===== config.mk =====
export PLATFORM = sky130hd
export DESIGN_NAME = fifo_ptr_ctrl
export DESIGN_NICKNAME = d
export VERILOG_FILES = /design/src/rtl/fifo_ptr_ctrl.sv
export SDC_FILE = /design/constraint.sdc
export NUM_CORES = 1
export LEC_CHECK = 0
export CORE_AREA = 2 2 44 46
export DETAILED_ROUTE_END_ITERATION = 16
export DIE_AREA = 0 0 46 48
export PLACE_DENSITY = 0.82
export SLEW_MARGIN = 40
export SYNTH_ARGS = -nofsm -noshare
export SYNTH_HDL_FRONTEND = slang
export SYNTH_SLANG_ARGS = --single-unit

===== constraint.sdc =====
create_clock -name clk -period 6.1 [get_ports clk]
set_input_delay 1.22 -clock clk [delete_from_list [all_inputs] [get_ports clk]]
set_output_delay 1.22 -clock clk [all_outputs]
set_load 0.01 [all_outputs]

===== src/rtl/fifo_ptr_ctrl.sv =====
// ---------------------------------------------------------------------------
// fifo_ptr_ctrl
//   Read/write pointer, occupancy and status controller for one FIFO.
//   MEM_SIZE may be any depth from 2 to 2^PTR, including depths that are
//   not a power of two.
//
// Ports
//   clk          : clock, all state updates on the rising edge
//   reset        : asynchronous reset, active low
//   fifo_wr      : write request
//   fifo_rd      : read request
//   err_clr      : synchronous clear of the sticky error flags
//   push / pop   : memory write / read strobes (combinational)
//   wr_ptr       : write address
//   rd_ptr       : read address
//   count        : occupancy, 0..MEM_SIZE
//   fifo_empty   : count == 0
//   fifo_full    : count == MEM_SIZE
//   almost_empty : count <= ALMOST_EMPTY
//   almost_full  : count >= ALMOST_FULL
//   overflow     : sticky, a write was refused
//   underflow    : sticky, a read was refused
// ---------------------------------------------------------------------------
module fifo_ptr_ctrl #(
    parameter int MEM_SIZE     = 8,
    parameter int PTR          = 3,
    parameter int ALMOST_FULL  = 6,
    parameter int ALMOST_EMPTY = 2
) (
    input  logic           clk,
    input  logic           reset,
    input  logic           fifo_wr,
    input  logic           fifo_rd,
    input  logic           err_clr,
    output logic           push,
    output logic           pop,
    output logic [PTR-1:0] wr_ptr,
    output logic [PTR-1:0] rd_ptr,
    output logic [PTR:0]   count,
    output logic           fifo_empty,
    output logic           fifo_full,
    output logic           almost_empty,
    output logic           almost_full,
    output logic           overflow,
    output logic           underflow
);

    localparam logic [PTR-1:0] PtrLast     = PTR'(MEM_SIZE - 1);
    localparam logic [PTR:0]   MemSizeC    = (PTR+1)'(MEM_SIZE);
    localparam logic [PTR:0]   AlmostFullC = (PTR+1)'(ALMOST_FULL);
    localparam logic [PTR:0]   AlmostEmptC = (PTR+1)'(ALMOST_EMPTY);

    logic [PTR-1:0] wrPtr_q, wrPtr_d;
    logic [PTR-1:0] rdPtr_q, rdPtr_d;
    logic [PTR:0]   count_q, count_d;
    logic           overflow_q, overflow_d;
    logic           underflow_q, underflow_d;

    // Status flags decode the registered count only.
    assign fifo_empty   = (count_q == '0);
    assign fifo_full    = (count_q == MemSizeC);
    assign almost_empty = (count_q <= AlmostEmptC);
    assign almost_full  = (count_q >= AlmostFullC);

    // A read on empty is refused even with a concurrent write (no bypass);
    // a write on full is accepted only when a read frees a slot this cycle.
    assign pop  = reset & fifo_rd & ~fifo_empty;
    assign push = reset & fifo_wr & (~fifo_full | pop);

    // Next-state logic: pointers wrap at MEM_SIZE-1 so codes >= MEM_SIZE
    // never appear; errors set on refusal and set wins over err_clr.
    always_comb begin
        wrPtr_d     = wrPtr_q;
        rdPtr_d     = rdPtr_q;
        count_d     = count_q;
        overflow_d  = (overflow_q  & ~err_clr) | (fifo_wr & ~push);
        underflow_d = (underflow_q & ~err_clr) | (fifo_rd & ~pop);
        if (push) begin
            wrPtr_d = (wrPtr_q == PtrLast) ? '0 : wrPtr_q + 1'b1;
        end
        if (pop) begin
            rdPtr_d = (rdPtr_q == PtrLast) ? '0 : rdPtr_q + 1'b1;
        end
        case ({push, pop})
            2'b10:   count_d = count_q + 1'b1;
            2'b01:   count_d = count_q - 1'b1;
            default: count_d = count_q;
        endcase
    end

    always_ff @(posedge clk or negedge reset) begin
        if (!reset) begin
            wrPtr_q     <= '0;
            rdPtr_q     <= '0;
            count_q     <= '0;
            overflow_q  <= 1'b0;
            underflow_q <= 1'b0;
        end else begin
            wrPtr_q     <= wrPtr_d;
            rdPtr_q     <= rdPtr_d;
            count_q     <= count_d;
            overflow_q  <= overflow_d;
            underflow_q <= underflow_d;
        end
    end

    assign wr_ptr    = wrPtr_q;
    assign rd_ptr    = rdPtr_q;
    assign count     = count_q;
    assign overflow  = overflow_q;
    assign underflow = underflow_q;

endmodule


* Yosys cells after proc, flatten, opt, wreduce, memory -nomap -nowiden
Index checks and enable logic that the tools add are counted.
** Operators by class
- Add/subtract/negate cells :: 4
- $lt $le $gt $ge :: 2
- Equal/unequal tests :: 5
- Muxes and demuxes :: 3
- Bitwise gates (word level) :: 16
- Reduce and logical (&&, ||, !) cells :: 2
** Operators with widths (count)
- $and A1 B1 Y1 :: 8
- $pmux W4 S2 :: 1
- $add A3 B1 Y3 const B :: 2
- $eq A3 B3 Y1 const B :: 2
- $mux W3 :: 2
- $not A1 Y1 :: 5
- $add A4 B1 Y4 const B :: 1
- $eq A4 B4 Y1 const B :: 1
- $ge A4 B3 Y1 const B :: 1
- $le A4 B2 Y1 const B :: 1
- $logic_not A4 Y1 :: 1
- $sub A4 B1 Y4 const B :: 1
- $or A1 B1 Y1 :: 3
- $eq A2 B1 Y1 const B :: 1
- $eq A2 B2 Y1 const B :: 1
- $reduce_bool A2 Y1 :: 1
** Word-level totals
- Flip-flop bits (word level) :: 12
- Bits of input ports :: 5
- Output and inout bits :: 18
- Logic and storage cells :: 37

* Depth between registers and ports, before layout
- Depth in word-level cells :: 8
- Depth in mapped cells :: 10
- Mapped depth without buffers :: 8

* Least setup slack after synthesis
No wires, ideal clock.
- Path type :: input port to output port
- Start :: in fifo_wr
- End :: out push
- Data arrival time :: 1803 ps
- Slack :: 3077 ps
- Stages on the path :: 3
- Path buffers :: 1
- Cell sequence :: buf_1 -> o211ai_2 -> inv_1
** On the way
- Word-level cells in the longest chain between the ends :: 2
** RTL lines
- from (decl) :: line 32 : input logic fifo_wr,
- $and A1 B1 Y1 (2 in series) :: line 68 : assign push = reset & fifo_wr & (~fifo_full | pop);
- to (decl) :: line 35 : output logic push,
Every way passes these cells.

* Final worst setup path
- Start :: in fifo_rd
- End :: out push
** On the way
- Word-level cells in the longest chain between the ends :: 4
** RTL lines
- from (decl) :: line 33 : input logic fifo_rd,
- $and A1 B1 Y1 (2 in series) :: line 67 : assign pop = reset & fifo_rd & ~fifo_empty;
- $or A1 B1 Y1 :: line 68
- $and A1 B1 Y1 :: line 68
Every way passes these cells.

==> key figures <==
Worst setup path
  • Worst Path Arrival: a little under 3000 ps
  • Cell Chain, Critical Path: clkdlybuf4s50_1, nand2b_1, o211ai_2, inv_1, clkdlybuf4s50_1
  • R2R depth: 8
  • Critical-path top delay cell: clkdlybuf4s50_1
  • R2R setup slack: 3370 ps
  • CP most frequent cell: clkdlybuf4s50_1
  • Crit Path Category: primary input to output pin
  • CP endpoint: push
  • Reg-to-reg startpoint: count[2]
  • Maximum fanout along the worst path: 12
  • Critical path origin: fifo_rd
  • WP data required: ~4900 ps
  • Largest stage delay on the critical path: 600 ps
  • WP depth: 5
  • Startpoint types: primary input
  • FF-to-FF End: count[3]
  • CP Buf/Inv Count: 3
  • Cell family with most CP delay: buffers and inverters
  • Nature of the critical path endpoint: output pin

Placement
  • Port Buf Inserts: 22
  • GP Congestion: between 0.7 and 0.8
  • Pre-CTS WS: between 1500 and 2000 ps
  • Detailed Place HPWL: between 1000 and 1500 um
  • Post-DP Area: approximately 1000 um2

Drt
  • Post-route DRC violation count: 0
  • Initial DRC count: 18
  • Post-route ant nets: 0
  • Wire length per cell: about 13 um
  • WL final: 1670 um
  • Via count: 712
  • Routed vias/inst: 5.65
  • Drt first pass iters: 4

Hold path
  • Worst min path class: flip-flop to flip-flop

Floorplan
  • Num rows: 15
  • Die Width: roughly 46 um
  • Core area: between 1500 and 2000 um2
  • Initial core utilization: 0.487
  • Die height: roughly 48 um
  • I/O Pins: 23
  • Die area: ~2200 um2

Run
  • Max cap viols: 0

GRT
  • Vias in the first global route: a little under 600
  • Tot GR Track Use: 0.164
  • First-pass GRT wire length: ~2500 um
  • Largest net degree at the start of global routing: 20
  • Initial antenna violation count: 0
  • Grt total ovfl: 0

Timing
  • Endpoints failing setup: 0
  • Fin. max-slew vios: 0
  • Final setup TNS: 0 ps
  • Hold Fails Final Rpt: 0
  • Worst slew pin tran: about 420 ps
  • Setup ws final: between 1500 and 2000 ps
  • Fmax: 242 MHz
  • Skew final: between 1.5 and 2 ps
  • Fin crit share: 0.677
  • Rel. slew slack: 0.715
  • Min cycle time layout: just over 4000 ps
  • RSZ-0062 raised after global routing: no

Synthesis
  • Largest area contributor in the netlist: dfrtp_1
  • Warnings from Yosys: 0
  • Flops & latches, synth: 12
  • Syn Std Cell Area: 823 um2
  • Synth top area cells: dfrtp_1, ha_1, mux2_2, inv_1, o21ai_0
  • Sequential area share after synthesis: 0.365
  • Post-synthesis mux area share: 0.0684
  • Syn Area/Cell: about 9.4 um2
  • Largest family of logic cells by synthesized area: compound AO/OA/AOI/OAI gates
  • Synth Area in Adders: 0.116
  • Xor/xnor share of the synthesized area: 0.0319
  • Synthesized instance count: 88
  • Synth Net Count: 100
  • Synth top area share: 0.365
  • Number of distinct library cells after synthesis: 31
  • Post-synthesis simple-gate area fraction: 0.140
  • Compound-Gate Fraction of Synth Area: 0.198

Cells and area
  • Area growth from synthesis to layout: 28.9%
  • Post-layout nets: ~120
  • Share of layout cells above drive strength 1: 0.101
  • Antenna diode count: 0
  • Commonest non-fill, non-tap cells in the layout: clkdlybuf4s50_1, dfrtp_1, inv_1
  • Util after Layout: 0.628
  • Most common cell after layout, fill and taps aside: clkdlybuf4s50_1
  • Final instance area: between 1000 and 1500 um2

Power
  • Overall Power: slightly below 0.0005 W
  • VDD IR max: between 0.2 and 0.3 mV
  • Leakage dissipation: approximately 0.47 nW
  • P per Cell Area: between 400 and 500 nW/um2

Clock network
  • Root buffer cell: clkbuf_4
  • # resized after CTS: 0
  • H-Tree Level Count: 1
  • Clock Tree Buf Depth: 2
  • CTS tree: yes
  • CTS Sinks: 12
  • Postcts setup bufs: 0
  • Clock insertion delay at the later pin of the skew report: around 270 ps
  • Hold Buf Count CTS: 0
  • CTS Buf Count: 3
  • Clk slew on worst S/H paths: approximately 70 ps

Run status
  • Outcome: complete, no violations
area by class of cell:
class | instances | area, um2
inverter | 9 | 33.8
clock buffer | 3 | 22.5
multi-input combinational | 62 | 455
timing repair buffer | 23 | 228
tap | 17 | 21.3
sequential | 12 | 300
fill | 139 | 628
metal layers:
layer,share of wire,GRT usage
met1,0.47,0.201
met2,0.47,0.258
met5,0,0
met3,0.046,0.0453
met4,0.017,0.0971
sequential cells by signal, summed over array words and instances (netlist names):
signal     flops
rd_ptr         3
count          4
underflow      1
wr_ptr         3
overflow       1
synthesized netlist by cell type:
cell and count:
o22a_1 1, a211oi_1 3, a221oi_1 1, nand3_1 1
a21o_1 1, a21oi_1 2, o211ai_2 1, mux2_2 5
or3_1 1, nor2_4 1, ha_1 6, a41oi_1 2
nor2_1 6, a22o_1 1, dfrtp_1 12, xor2_1 1
o21a_1 2, o22ai_1 1, a2111oi_0 1, inv_1 9
fa_1 1, o21ai_0 6, nand2b_1 2, buf_1 1
xnor2_1 2, nor3_1 4, a31oi_1 1, clkbuf_1 2
buf_6 2, nand3b_1 1, nand2_1 8
cell families (layout without fill, tap and decap cells):
family          after synthesis  in the layout
compound gates               23             23
xor+xnor                      3              3
fa+ha+maj                     7              7
buf+inv                      14             35
flops                        12             12
mux                           5              5
simple gates                 24             24
worst min path at each step:
stage / startpoint / endpoint / slack (ps) / cells past startpoint
3_3_place_gp: underflow / underflow / 510 / 2
3_5_place_dp: underflow / underflow / 510 / 2
6_report: underflow / underflow / 530 / 2
5_1_grt: underflow / underflow / 550 / 2
2_1_floorplan: underflow / underflow / 550 / 2
4_1_cts: underflow / underflow / 530 / 2
stage by stage:
| step | hold WS [ps] | std cells |
|---|---|---|
| final | 526 | 126 |
| after detailed placement | 514 | 123 |
| after floorplan | 549 | 88 |
| after global routing | 551 | 126 |
| after CTS | 528 | 126 |
| after global placement | 510 | 123 |
report_power, final:
group,internal (W),switching [W]
clock network,0.0000229,0.0000259
registers,0.000114,0.0000494
logic,0.000154,0.000117
worst register-to-register path, cell delays in order, from the launching register on:
cell	delay [ps]
dfrtp_1	480
or3_1	580
nor2_4	170
nor3_1	100
ha_1	370
nand3_1	160
a2111oi_0	460
a41oi_1	80
o22a_1	230
Power figures use the tool's default switching activity.
